[config.mk]
export PLATFORM = sky130hd
export DESIGN_NAME = id_ex_pipe_reg
export DESIGN_NICKNAME = d
export VERILOG_FILES = /design/src/rtl/id_ex_pipe_reg.sv
export SDC_FILE = /design/constraint.sdc
export NUM_CORES = 1
export LEC_CHECK = 0
export CAP_MARGIN = 20
export CORE_MARGIN = 2
export CORE_UTILIZATION = 42
export CTS_BUF_LIST = sky130_fd_sc_hd__clkbuf_8
export CTS_CLUSTER_DIAMETER = 40
export DETAILED_ROUTE_END_ITERATION = 6
export GPL_TIMING_DRIVEN = 0
export PLACE_DENSITY = 0.83
export SYNTH_ARGS = -nofsm -noshare
export SYNTH_HDL_FRONTEND = slang
export SYNTH_SLANG_ARGS = --single-unit
[constraint.sdc]
create_clock -name clk_i -period 2.3 [get_ports clk_i]
set_clock_uncertainty 0.15 [all_clocks]
set_input_delay 0.23 -clock clk_i [delete_from_list [all_inputs] [get_ports clk_i]]
set_output_delay 0.23 -clock clk_i [all_outputs]
set_load 0.01 [all_outputs]
[src/rtl/id_ex_pipe_reg.sv]
// ID/EX pipeline register for the 5-stage MIPS core: captures the decoded bundle,
// detects load-use hazards against the load sitting in EX, and counts inserted bubbles.
module id_ex_pipe_reg #(
    parameter int DW = 32,
    parameter int AW = 5,
    parameter int CW = 16
) (
    input  logic          clk_i,
    input  logic          rst_i,
    input  logic          hold_i,
    input  logic          flush_i,
    input  logic          valid_i,
    input  logic          RegWrite_i,
    input  logic          MemtoReg_i,
    input  logic          Branch_i,
    input  logic          MemRead_i,
    input  logic          MemWrite_i,
    input  logic          RegDst_i,
    input  logic          ALUSrc_i,
    input  logic          Jump_i,
    input  logic [1:0]    ALUOp_i,
    input  logic [DW-1:0] RS_data_i,
    input  logic [DW-1:0] RT_data_i,
    input  logic [DW-1:0] imm_i,
    input  logic [AW-1:0] RS_addr_i,
    input  logic [AW-1:0] RT_addr_i,
    input  logic [AW-1:0] RD_addr_i,
    input  logic [5:0]    funct_i,
    output logic          RegWrite_o,
    output logic          MemtoReg_o,
    output logic          Branch_o,
    output logic          MemRead_o,
    output logic          MemWrite_o,
    output logic          RegDst_o,
    output logic          ALUSrc_o,
    output logic          Jump_o,
    output logic [1:0]    ALUOp_o,
    output logic [DW-1:0] RS_data_o,
    output logic [DW-1:0] RT_data_o,
    output logic [DW-1:0] imm_o,
    output logic [AW-1:0] RS_addr_o,
    output logic [AW-1:0] RT_addr_o,
    output logic [AW-1:0] RD_addr_o,
    output logic [5:0]    funct_o,
    output logic          valid_o,
    output logic          stall_o,
    output logic [CW-1:0] bubble_cnt_o
);

    localparam logic [CW-1:0] CNT_MAX = '1;

    logic uses_rt;
    logic rs_match;
    logic rt_match;
    logic kill;

    // valid_i/valid_o qualify the ID and EX slots; there is no ready, the only
    // back-pressure is stall_o (upstream re-presents the same ID instruction) and hold_i.
    assign uses_rt  = ~ALUSrc_i | MemWrite_i;
    assign rs_match = (RT_addr_o == RS_addr_i);
    assign rt_match = (RT_addr_o == RT_addr_i);
    assign stall_o  = valid_i & valid_o & MemRead_o & (RT_addr_o != '0)
                    & (rs_match | (uses_rt & rt_match));
    assign kill     = flush_i | stall_o;

    always_ff @(posedge clk_i or negedge rst_i) begin
        if (!rst_i) begin
            RegWrite_o   <= 1'b0;
            MemtoReg_o   <= 1'b0;
            Branch_o     <= 1'b0;
            MemRead_o    <= 1'b0;
            MemWrite_o   <= 1'b0;
            RegDst_o     <= 1'b0;
            ALUSrc_o     <= 1'b0;
            Jump_o       <= 1'b0;
            ALUOp_o      <= 2'b00;
            RS_data_o    <= '0;
            RT_data_o    <= '0;
            imm_o        <= '0;
            RS_addr_o    <= '0;
            RT_addr_o    <= '0;
            RD_addr_o    <= '0;
            funct_o      <= '0;
            valid_o      <= 1'b0;
            bubble_cnt_o <= '0;
        end else if (!hold_i) begin
            RS_data_o <= RS_data_i;
            RT_data_o <= RT_data_i;
            imm_o     <= imm_i;
            RS_addr_o <= RS_addr_i;
            RT_addr_o <= RT_addr_i;
            RD_addr_o <= RD_addr_i;
            funct_o   <= funct_i;
            // Flush and bubble both turn EX into a no-op; datapath fields are don't-care then.
            if (kill) begin
                RegWrite_o <= 1'b0;
                MemtoReg_o <= 1'b0;
                Branch_o   <= 1'b0;
                MemRead_o  <= 1'b0;
                MemWrite_o <= 1'b0;
                RegDst_o   <= 1'b0;
                ALUSrc_o   <= 1'b0;
                Jump_o     <= 1'b0;
                ALUOp_o    <= 2'b00;
                valid_o    <= 1'b0;
            end else begin
                RegWrite_o <= RegWrite_i;
                MemtoReg_o <= MemtoReg_i;
                Branch_o   <= Branch_i;
                MemRead_o  <= MemRead_i;
                MemWrite_o <= MemWrite_i;
                RegDst_o   <= RegDst_i;
                ALUSrc_o   <= ALUSrc_i;
                Jump_o     <= Jump_i;
                ALUOp_o    <= ALUOp_i;
                valid_o    <= valid_i;
            end
            // Only hazard bubbles count; a flush in the same cycle takes precedence.
            if (stall_o && !flush_i && bubble_cnt_o != CNT_MAX) begin
                bubble_cnt_o <= bubble_cnt_o + CW'(1);
            end
        end
    end

endmodule

==> impl_metrics.env, run 1 <==
export IMPL_area_growth_pct=60.9
export IMPL_drc=0
export IMPL_synth_cell_types=33
export IMPL_postRouteWirelength_um=16100
export IMPL_p_sw_mw=1.52
export IMPL_clock_fmax_mhz=446
export IMPL_grt_first_pass_wirelength_um=25100
export IMPL_route_top_layer_used="met4"
export IMPL_power_per_cell_area_nw_per_um2=663
export IMPL_clk_root_buffer_cell="sky130_fd_sc_hd__clkbuf_8"
export IMPL_number_of_nets_produced_by_synthesis=506
export IMPL_htreeDepth=4
export IMPL_die_h_um=121
export IMPL_leading_cell_type_in_the_layout_fill_and_taps_excluded="sky130_fd_sc_hd__clkdlybuf4s50_1"
export IMPL_finish_instance_area_sq_um=9210
export IMPL_comb_power_share_pct=20.8
export IMPL_crit_slowest_cell="sky130_fd_sc_hd__or4_4"
export IMPL_data_required_time_of_the_critical_path_ns=1.92
export IMPL_postSynthCellCount=373
export IMPL_timing_final_crit_period_ns=2.24
export IMPL_power_internal_mw=4.59
export IMPL_timing_final_crit_share_pct=97.4
export IMPL_clock_tree_buffer_depth=2
export IMPL_die_w_um=121
export IMPL_avgViaCountPerCell=4.96
export IMPL_wl_per_cell_um=18.6
export IMPL_drtPass1Iterations=4
export IMPL_globalRoute_totalOverflow=0
export IMPL_sw_frac_of_total_pct=24.9
export IMPL_met3_length_um=1420
export IMPL_ys_seq_area_share_pct=62.9
export IMPL_layout_cells_most_common_list="sky130_fd_sc_hd__clkdlybuf4s50_1, sky130_fd_sc_hd__dfrtp_1, sky130_fd_sc_hd__mux2_2"
export IMPL_avg_inst_size_synth_sq_um=15.3
export IMPL_power_frac_seq_pct=47.1
export IMPL_report_power_total_mw=6.11
export IMPL_worst_slew_pin_transition_ns=0.648
export IMPL_setup_reg_to_reg_worst_slack_ns=0.14
export IMPL_run_status="completed"
export IMPL_antenna_cells_inserted=0
export IMPL_drt_met1_wl_um=5620
export IMPL_worst_setup_path_type="reg2out"
export IMPL_placement_io_buffers=276
export IMPL_maximum_number_of_pins_on_one_net_before_global_route_repair=89
export IMPL_crit_path_max_fanout=3
export IMPL_synth_yosys_warnings=0
export IMPL_worst_skew_pair_late_latency_ns=0.44
export IMPL_hold_viol=0
export IMPL_route_antenna_remaining_nets=0
export IMPL_finalSetupViolCount=0
export IMPL_clock_power_share_pct=32.2
export IMPL_initial_core_util_pct=43.1
export IMPL_path_clk_slew_ns=0.07
export IMPL_critPathMaxStageDelay_ns=0.56
export IMPL_cts_sinks=144
export IMPL_startpoint_type="flop"
export IMPL_placement_rows=42
export IMPL_grt_total_usage_pct=22.9
export IMPL_critical_path_arrival_ns=1.86
export IMPL_slew_headroom_pct=56.8
export IMPL_unrepaired_setup_endpoints_after_global_routing="true"
export IMPL_filler_cell_count=946
export IMPL_cells_traversed_along_the_worst_timing_path="or4_4 -> o21a_4 -> nand2b_4 -> inv_2 -> buf_6"
export IMPL_gp_congestion=0.809
export IMPL_via_count=4292
export IMPL_drtIter0Drc=210
export IMPL_dpl_hpwl_um=12300
export IMPL_cts_tree="built"
export IMPL_critPathCaptureType="primary output"
export IMPL_nets=810
export IMPL_final_slew_viol_count=0
export IMPL_combined_area_of_the_multi_input_logic_cells_sq_um=2030
export IMPL_met2_wirelength_um=8640
export IMPL_coreArea_sq_um=13300
export IMPL_ios=277
export IMPL_post_route_cells_drive_above_1_share_pct=25.9
export IMPL_via_count_of_the_first_global_routing_pass=4849
export IMPL_fp_dieArea_sq_um=14600
export IMPL_antenna_found_initial=0
export IMPL_seq_area_sq_um=3610
export IMPL_cts_buffers_inserted=17
export IMPL_power_static_leakage_nw=3.89
export IMPL_peakVddDrop_v=0.000504
export IMPL_ys_seq_elements=144
export IMPL_synth_cell_area_sq_um=5730
export IMPL_worstHoldPathType="in2async"
export IMPL_maxCapViolCount=0
export IMPL_post_dp_cell_area_sq_um=8740
==> metrics by stage <==
step	TNS [ns]	util (%)	hold slack [ns]	cells	worst slack, ns
floorplan	0	-	-0.216	373	0.360
global placement	-695.94	65.5	0.323	825	-4.70
detailed placement	-20.46	65.7	0.0729	826	-0.444
CTS	0	69.2	0.156	866	0.00937
global route	-0.000632	69.3	0.203	866	-0.000632
finish	0	69.3	0.161	866	0.0601
==> power by group through the flow <==
stage / clock [mW] / combinational [mW] / sequential, mW
after floorplan: 0 / 0.310 / 3.02
after global routing: 2.12 / 1.35 / 2.90
after CTS: 2.01 / 1.29 / 2.88
after detailed placement: 0 / 1.25 / 2.93
after global placement: 0 / 1.22 / 2.91
final: 1.96 / 1.27 / 2.88
==> sequential cells by signal (all words and copies together), names as in the netlist, 2 cells and up <==
signal and flops:
ALUOp_o 2, RD_addr_o 5, RS_addr_o 5, RS_data_o 32, RT_addr_o 5, RT_data_o 32, bubble_cnt_o 16, funct_o 6
imm_o 32
==> critical path: cells and delay by family, from the launching register on <==
| family | cells | cell delay (ns) |
|---|---|---|
| simple gates | 2 | 0.63 |
| flops | 1 | 0.43 |
| compound gates | 1 | 0.23 |
| buf+inv | 2 | 0.13 |
==> cell type report <==
cell class	instances	area share [%]
Inverter	4	0.163
Sequential cell	144	39.2
Tap cell	176	2.39
Buffer	18	0.910
Clock buffer	20	2.99
Clock inverter	12	1.29
Timing Repair Buffer	286	31.1
Multi-Input combinational cell	206	22.0
==> Yosys cell counts, drive strengths merged <==
cell    number  area share, %
o41ai        1           0.48
mux2       118             23
nand2        4           0.39
nand4        5           0.55
or3          1           0.11
o21ai        1          0.087
nor4         3           0.44
or4          1           0.13
buf          4           0.61
inv          4           0.26
nor3        14            1.4
xor2        24            3.7
a32o        11            1.9
a21oi        1          0.087
xnor2        1           0.15
o21a         1           0.13
ha           1           0.22
nand2b       1           0.24
clkbuf      15           0.98
and4         2           0.37
nor2         4           0.26
dfrtp      144             63
a22oi        1           0.22
nand3        8           0.70
and3         3           0.37
==> layer usage <==
layer	track usage, %	up-vias
li1	-	1945
met1	23.7	2132
met2	41.1	188
met3	9.06	27
met4	9.38	0
met5	0	-
==> cells by family after synthesis <==
| logic type | synth area share [%] |
|---|---|
| DFF | 62.9 |
| muxes | 23.3 |
| and+or+nand+nor | 4.96 |
| xor gates and xnor gates | 3.82 |
| buffers and inverters | 1.86 |
| AOI/OAI and AO/OA | 2.93 |
| adders and majority gates | 0.218 |
==> final timing paths <==
| kind | endpoint | start | depth (start not counted) |
|---|---|---|---|
| setup reg to reg | bubble_cnt_o[1]$_DFFE_PN0P_ | RT_addr_o[3]$_DFFE_PN0N_ | 7 |
| hold / removal | RS_addr_o[1]$_DFFE_PN0N_ | rst_i | 2 |
| max in group asynchronous | RT_addr_o[4]$_DFFE_PN0N_ | rst_i | 3 |
| hold reg to reg | ALUOp_o[0]$_DFFE_PN0N_ | ALUOp_o[0]$_DFFE_PN0N_ | 1 |
| setup / recovery | stall_o | RT_addr_o[2]$_DFFE_PN0N_ | 5 |
| min in group clk_i | RS_data_o[8]$_DFFE_PN0N_ | RS_data_i[8] | 2 |
==> timing repair <==
action	4_1_cts	5_1_grt
resized for setup	11	2
pin swaps	4	2
hold endpoints to repair	56	0
hold buffers	1	0
setup endpoints to repair	1	1
setup buffers	8	0
(Power assumes the default switching activity.)
==> inputs of run 2 (changes only) <==
--- a/config.mk
+++ b/config.mk
@@ -12,7 +12,7 @@
 export CTS_CLUSTER_DIAMETER = 40
 export DETAILED_ROUTE_END_ITERATION = 6
 export GPL_TIMING_DRIVEN = 0
-export PLACE_DENSITY = 0.83
+export PLACE_DENSITY = 0.93
 export SYNTH_ARGS = -nofsm -noshare
 export SYNTH_HDL_FRONTEND = slang
 export SYNTH_SLANG_ARGS = --single-unit
==> run 2 against run 1 <==
Compared with the run above: design area up 0.68%; first-iteration DRC count decreased by 14%; clock-buffer cell count is 1 higher; via count rose by 1.4%; non-clock buffer count is 1 higher; wire length down 2.6%; clock power up 13%; die area did not move; core utilization rose by 0.47 points; register-to-register slack lost 0.04 ns; sequential share of layout area shrank 0.28 points; power up 4.1%; highest routed layer unchanged.
==> impl_metrics.env, run 2 (synthesis results as in run 1) <==
export IMPL_finalSetupViolCount=0
export IMPL_met3_length_um=1350
export IMPL_area_growth_pct=62.0
export IMPL_cells_traversed_along_the_worst_timing_path="or4_4 -> o21a_4 -> nand2b_4 -> inv_2 -> buf_6"
export IMPL_placement_io_buffers=276
export IMPL_coreArea_sq_um=13300
export IMPL_combined_area_of_the_multi_input_logic_cells_sq_um=2030
export IMPL_r2r_start="bubble_cnt_o[0]$_DFFE_PN0P_"
export IMPL_fp_dieArea_sq_um=14600
export IMPL_hold_viol=0
export IMPL_post_dp_cell_area_sq_um=8740
export IMPL_placed_cells=826
export IMPL_drt_met1_wl_um=5690
export IMPL_timing_final_crit_period_ns=2.24
export IMPL_startpoint_type="flop"
export IMPL_initial_core_util_pct=43.1
export IMPL_finish_instance_area_sq_um=9270
export IMPL_maximum_number_of_pins_on_one_net_before_global_route_repair=81
export IMPL_filler_cell_count=891
export IMPL_crit_slowest_cell="sky130_fd_sc_hd__or4_4"
export IMPL_maxCapViolCount=0
export IMPL_run_status="completed"
export IMPL_route_top_layer_used="met4"
export IMPL_peakVddDrop_v=0.000577
export IMPL_die_h_um=121
export IMPL_drc=0
export IMPL_postRouteWirelength_um=15700
export IMPL_nets=811
export IMPL_antenna_found_initial=0
export IMPL_final_slew_viol_count=0
export IMPL_power_per_cell_area_nw_per_um2=686
export IMPL_data_required_time_of_the_critical_path_ns=1.92
export IMPL_via_count_of_the_first_global_routing_pass=4875
export IMPL_route_antenna_remaining_nets=0
export IMPL_worst_setup_path_type="reg2out"
export IMPL_drtPass1Iterations=4
export IMPL_clock_tree_buffer_depth=2
export IMPL_leading_cell_type_in_the_layout_fill_and_taps_excluded="sky130_fd_sc_hd__clkdlybuf4s50_1"
export IMPL_layout_cells_most_common_list="sky130_fd_sc_hd__clkdlybuf4s50_1, sky130_fd_sc_hd__dfrtp_1, sky130_fd_sc_hd__mux2_2"
export IMPL_dpl_hpwl_um=11700
export IMPL_gp_congestion=0.838
export IMPL_wl_per_cell_um=18.1
export IMPL_setup_reg_to_reg_worst_slack_ns=0.10
export IMPL_timing_final_crit_share_pct=97.2
export IMPL_die_w_um=121
export IMPL_reg_top3="RS_data_o (32), RT_data_o (32), imm_o (32)"
export IMPL_seq_area_sq_um=3610
export IMPL_worst_slew_pin_transition_ns=0.744
export IMPL_met2_wirelength_um=8130
export IMPL_critical_path_arrival_ns=1.86
export IMPL_timing_reg2reg_worst_path_depth=6
export IMPL_endpoint_of_the_lowest_slack_register_to_register_path="bubble_cnt_o[13]$_DFFE_PN0P_"
export IMPL_htreeDepth=4
export IMPL_avgViaCountPerCell=5.02
export IMPL_drtIter0Drc=180
export IMPL_worst_skew_pair_late_latency_ns=0.44
export IMPL_cts_sinks=144
export IMPL_critPathMaxStageDelay_ns=0.57
export IMPL_grt_first_pass_wirelength_um=24600
export IMPL_critPathCaptureType="primary output"
export IMPL_clk_root_buffer_cell="sky130_fd_sc_hd__clkbuf_8"
export IMPL_post_route_cells_drive_above_1_share_pct=26.0
export IMPL_cts_buffers_inserted=17
export IMPL_via_count=4354
export IMPL_post_layout_nonfiller_instances=867
export IMPL_unrepaired_setup_endpoints_after_global_routing="true"
export IMPL_crit_path_max_fanout=2
export IMPL_placement_rows=42
export IMPL_path_clk_slew_ns=0.08
export IMPL_grt_total_usage_pct=22.0
export IMPL_cts_tree="built"
export IMPL_slew_headroom_pct=50.4
export IMPL_globalRoute_totalOverflow=0
export IMPL_antenna_cells_inserted=0
export IMPL_worstHoldPathType="in2async"
export IMPL_clock_fmax_mhz=447
export IMPL_ios=277
export IMPL_power_static_leakage_nw=3.92
[run 2: how the worst max path moves through the flow]
stage                                  start                          end  slack, ns  depth (start not counted)
CTS                 RT_addr_o[3]$_DFFE_PN0N_                      stall_o     -0.002                          5
finish              RT_addr_o[0]$_DFFE_PN0N_                      stall_o       0.06                          5
global route        RT_addr_o[3]$_DFFE_PN0N_                      stall_o     -0.007                          5
floorplan           RT_addr_o[0]$_DFFE_PN0N_  bubble_cnt_o[5]$_DFFE_PN0P_       0.36                          6
global placement                       rst_i     RS_data_o[4]$_DFFE_PN0N_      -4.45                          1
detailed placement              RT_addr_i[4]                      stall_o      -0.38                          8
[run 2: through the flow]
stage | TNS, ns | power, mW | worst slack [ns] | util (%) | hold WS [ns]
detailed placement | -22.57 | 4.17 | -0.385 | 65.7 | 0.111
floorplan | 0 | 3.33 | 0.360 | - | -0.216
CTS | -0.00193 | 6.42 | -0.00193 | 69.7 | 0.190
global placement | -661.70 | 4.11 | -4.45 | 65.5 | 0.320
global route | -0.00721 | 6.62 | -0.00721 | 69.8 | 0.217
finish | 0 | 6.36 | 0.0642 | 69.8 | 0.187
[run 2: power by group]
| group | internal (mW) | switching (mW) | total [mW] | leakage, nW |
|---|---|---|---|---|
| sequential | 2.75 | 0.125 | 2.88 | 1.73 |
| clock | 1.29 | 0.931 | 2.22 | 0.230 |
| combinational | 0.800 | 0.460 | 1.26 | 1.96 |
[run 2: layout make-up]
class,count,area share (%)
Buffer,18,0.904
Clock buffer,21,3.12
Clock inverter,11,1.74
Inverter,4,0.162
Multi-Input combinational cell,206,21.9
Sequential cell,144,38.9
Tap cell,176,2.37
Timing Repair Buffer,287,30.9
[run 2: timing repair]
| action | 4_1_cts | 5_1_grt |
|---|---|---|
| setup endpoints to repair | 1 | 1 |
| hold endpoints to repair | 64 | 0 |
| resized for setup | 11 | 0 |
| setup buffers | 8 | 1 |
| pin swaps | 4 | 2 |
| hold buffers | 1 | 0 |
[run 2: critical path, delay by kind of cell (launching register included)]
family	cells	cell delay, ns
buffers and inverters	2	0.14
DFF	1	0.40
AOI/OAI and AO/OA	1	0.23
and+or+nand+nor	2	0.64
[run 2: routing by layer]
metal	vias to the layer above	GRT usage, %
met4	0	10.8
met1	2151	23.1
met2	224	38.7
met5	-	0
met3	41	8.30
li1	1938	-
==> inputs of run 3 (changes only) <==
--- a/config.mk
+++ b/config.mk
@@ -13,6 +13,7 @@
 export DETAILED_ROUTE_END_ITERATION = 6
 export GPL_TIMING_DRIVEN = 0
 export PLACE_DENSITY = 0.93
+export SETUP_SLACK_MARGIN = 0.4
 export SYNTH_ARGS = -nofsm -noshare
 export SYNTH_HDL_FRONTEND = slang
 export SYNTH_SLANG_ARGS = --single-unit
==> constraint.sdc (replaced) <==
create_clock -name clk_i -period 2.3 [get_ports clk_i]
set_clock_uncertainty 0.15 [all_clocks]
set_input_delay 0.23 -clock clk_i [delete_from_list [all_inputs] [get_ports clk_i]]
set_output_delay 0.23 -clock clk_i [all_outputs]
set_load 0.02 [all_outputs]
==> run 3 against run 2 <==
Compared with the run above: the flow now finishes with violations (negative setup slack); largest cell class unchanged; critical endpoint unchanged; largest power group unchanged; sequential share of layout area fell by 1.3 points; register-to-register slack got worse by 0.04 ns; core utilization rose by 2.6 points.
==> impl_metrics.env, run 3 (synthesis results as in run 1) <==
export IMPL_hold_viol=0
export IMPL_placed_cells=826
export IMPL_clock_tree_buffer_depth=2
export IMPL_post_route_cells_drive_above_1_share_pct=32.1
export IMPL_comb_power_share_pct=22.6
export IMPL_wl_per_cell_um=19.3
export IMPL_clock_power_share_pct=33.1
export IMPL_cells_traversed_along_the_worst_timing_path="or4_4 -> o21a_4 -> nand2b_4 -> buf_6 -> inv_2 -> buf_6"
export IMPL_startpoint_type="flop"
export IMPL_sw_frac_of_total_pct=26.4
export IMPL_critical_path_n_buffers_inverters=3
export IMPL_setup_tns_final_ns=-0.0260
export IMPL_slew_headroom_pct=53.5
export IMPL_final_slew_viol_count=0
export IMPL_drtIter0Drc=113
export IMPL_route_top_layer_used="met4"
export IMPL_drtPass1Iterations=4
export IMPL_endpoint_of_the_lowest_slack_register_to_register_path="bubble_cnt_o[1]$_DFFE_PN0P_"
export IMPL_data_required_time_of_the_critical_path_ns=1.92
export IMPL_post_layout_nonfiller_instances=874
export IMPL_drc=0
export IMPL_nets=818
export IMPL_crit_slowest_cell="sky130_fd_sc_hd__or4_4"
export IMPL_post_dp_cell_area_sq_um=8770
export IMPL_htreeDepth=4
export IMPL_violations_in_the_final_reports="negative setup slack"
export IMPL_maxCapViolCount=0
export IMPL_met2_wirelength_um=8960
export IMPL_gp_congestion=0.842
export IMPL_maximum_number_of_pins_on_one_net_before_global_route_repair=86
export IMPL_fp_dieArea_sq_um=14600
export IMPL_finalSetupViolCount=1
export IMPL_finish_instance_area_sq_um=9610
export IMPL_path_clk_slew_ns=0.08
export IMPL_initial_core_util_pct=43.1
export IMPL_area_growth_pct=67.9
export IMPL_ios=277
export IMPL_final_critical_path_setup_slack_ns=-0.0260
export IMPL_postRouteWirelength_um=16900
export IMPL_cts_sinks=144
export IMPL_timing_final_crit_period_ns=2.33
export IMPL_clock_fmax_mhz=430
export IMPL_timing_critical_path_mode_cell="sky130_fd_sc_hd__buf_6"
export IMPL_p_sw_mw=1.72
export IMPL_antenna_found_initial=0
export IMPL_power_internal_mw=4.79
export IMPL_critPathCaptureType="primary output"
export IMPL_globalRoute_totalOverflow=0
export IMPL_reg_top3="RS_data_o (32), RT_data_o (32), imm_o (32)"
export IMPL_drt_met1_wl_um=5910
export IMPL_avgViaCountPerCell=5.01
export IMPL_setup_reg_to_reg_worst_slack_ns=0.06
export IMPL_cts_buffers_inserted=17
export IMPL_unrepaired_setup_endpoints_after_global_routing="true"
export IMPL_met3_length_um=1530
export IMPL_antenna_cells_inserted=0
export IMPL_grt_first_pass_wirelength_um=25300
export IMPL_crit_path_max_fanout=4
export IMPL_clk_root_buffer_cell="sky130_fd_sc_hd__clkbuf_8"
export IMPL_dpl_hpwl_um=12200
export IMPL_timing_reg2reg_worst_path_depth=4
export IMPL_worst_skew_pair_late_latency_ns=0.44
export IMPL_critical_path_arrival_ns=1.95
export IMPL_worstHoldPathType="in2async"
export IMPL_cts_tree="built"
export IMPL_via_count=4379
export IMPL_timing_final_crit_share_pct=101
export IMPL_run_status="finished, violations left"
export IMPL_hold_ws_ns=0.184
export IMPL_report_power_total_mw=6.51
export IMPL_critical_path_depth=6
export IMPL_grt_total_usage_pct=22.8
export IMPL_route_antenna_remaining_nets=0
export IMPL_r2r_start="RT_addr_o[3]$_DFFE_PN0N_"
export IMPL_layout_cells_most_common_list="sky130_fd_sc_hd__clkdlybuf4s50_1, sky130_fd_sc_hd__dfrtp_1, sky130_fd_sc_hd__mux2_2"
export IMPL_placement_rows=42
export IMPL_die_w_um=121
export IMPL_worst_setup_path_type="reg2out"
export IMPL_worst_slew_pin_transition_ns=0.693
export IMPL_power_per_cell_area_nw_per_um2=677
export IMPL_power_frac_seq_pct=44.3
export IMPL_peakVddDrop_v=0.000478
export IMPL_crit_family="simple AND/OR/NAND/NOR gates"
export IMPL_placement_io_buffers=276
export IMPL_die_h_um=121
export IMPL_critPathMaxStageDelay_ns=0.54
export IMPL_crit_start="RT_addr_o[3]$_DFFE_PN0N_"
export IMPL_leading_cell_type_in_the_layout_fill_and_taps_excluded="sky130_fd_sc_hd__clkdlybuf4s50_1"
export IMPL_power_static_leakage_nw=4.30
export IMPL_via_count_of_the_first_global_routing_pass=4846
export IMPL_coreArea_sq_um=13300
-- run 3: cell count changes in the layout (fill, tap and decap cells not counted), sizes merged, moves of 2 or more --
cell	delta
buf	+7
clkbuf	-2
clkdlybuf4s50	-20
dlygate4sd2	+11
dlymetal6s2s	+9
-- run 3: how the worst max path moves through the flow --
| stage | endpoint | slack, ns |
|---|---|---|
| 6_report | stall_o | -0.03 |
| 5_1_grt | stall_o | -0.08 |
| 3_3_place_gp | RT_addr_o[4]$_DFFE_PN0N_ | -4.99 |
| 4_1_cts | stall_o | -0.09 |
| 3_5_place_dp | stall_o | -0.44 |
| 2_1_floorplan | bubble_cnt_o[1]$_DFFE_PN0P_ | 0.38 |
-- run 3: power groups by stage --
stage                     Clock, mW  Combinational [mW]  Sequential (mW)
after floorplan                   0               0.311             3.20
after global placement            0                1.38             2.91
after detailed placement          0                1.43             2.94
after CTS                      2.19                1.47             2.88
after global routing           2.30                1.55             2.91
final                          2.16                1.47             2.88
-- run 3: per-layer routing --
layer  vias to the layer above  track usage, %
met1                      2173            23.2
met4                         0            9.67
met5                         -               0
met2                       209            41.2
met3                        36            9.25
li1                       1961               -
-- run 3: cell type report --
type,instances,area (sq um)
Fill cell,817,3680
Sequential cell,144,3620
Timing Repair Buffer,293,2950
Multi-Input combinational cell,206,2260
Clock buffer,19,262
Tap cell,176,220
Clock inverter,13,170
Buffer,19,123
Inverter,4,15.0
-- run 3: worst register-to-register path, cell delays in order (launching register included) --
cell and delay, ns:
sky130_fd_sc_hd__dfrtp_2 0.43, sky130_fd_sc_hd__or4_4 0.54, sky130_fd_sc_hd__o21ai_1 0.57, sky130_fd_sc_hd__nor3_4 0.12, sky130_fd_sc_hd__mux2_4 0.33
-- run 3: repair_timing --
action                                  in CTS  in global routing
endpoints found under the setup margin     144                 45
hold buffers                                 1                  0
pin swaps                                    5                 13
buffers inserted                            12                  2
cloned                                       1                  0
resized for setup                           36                 51
hold endpoints to repair                    59                  0
-- run 3: through the flow --
stage	setup slack, ns	util (%)
after floorplan	0.378	-
after global placement	-4.99	65.8
after detailed placement	-0.443	66.0
after CTS	-0.0893	70.5
after global routing	-0.0830	72.3
final	-0.0260	72.3
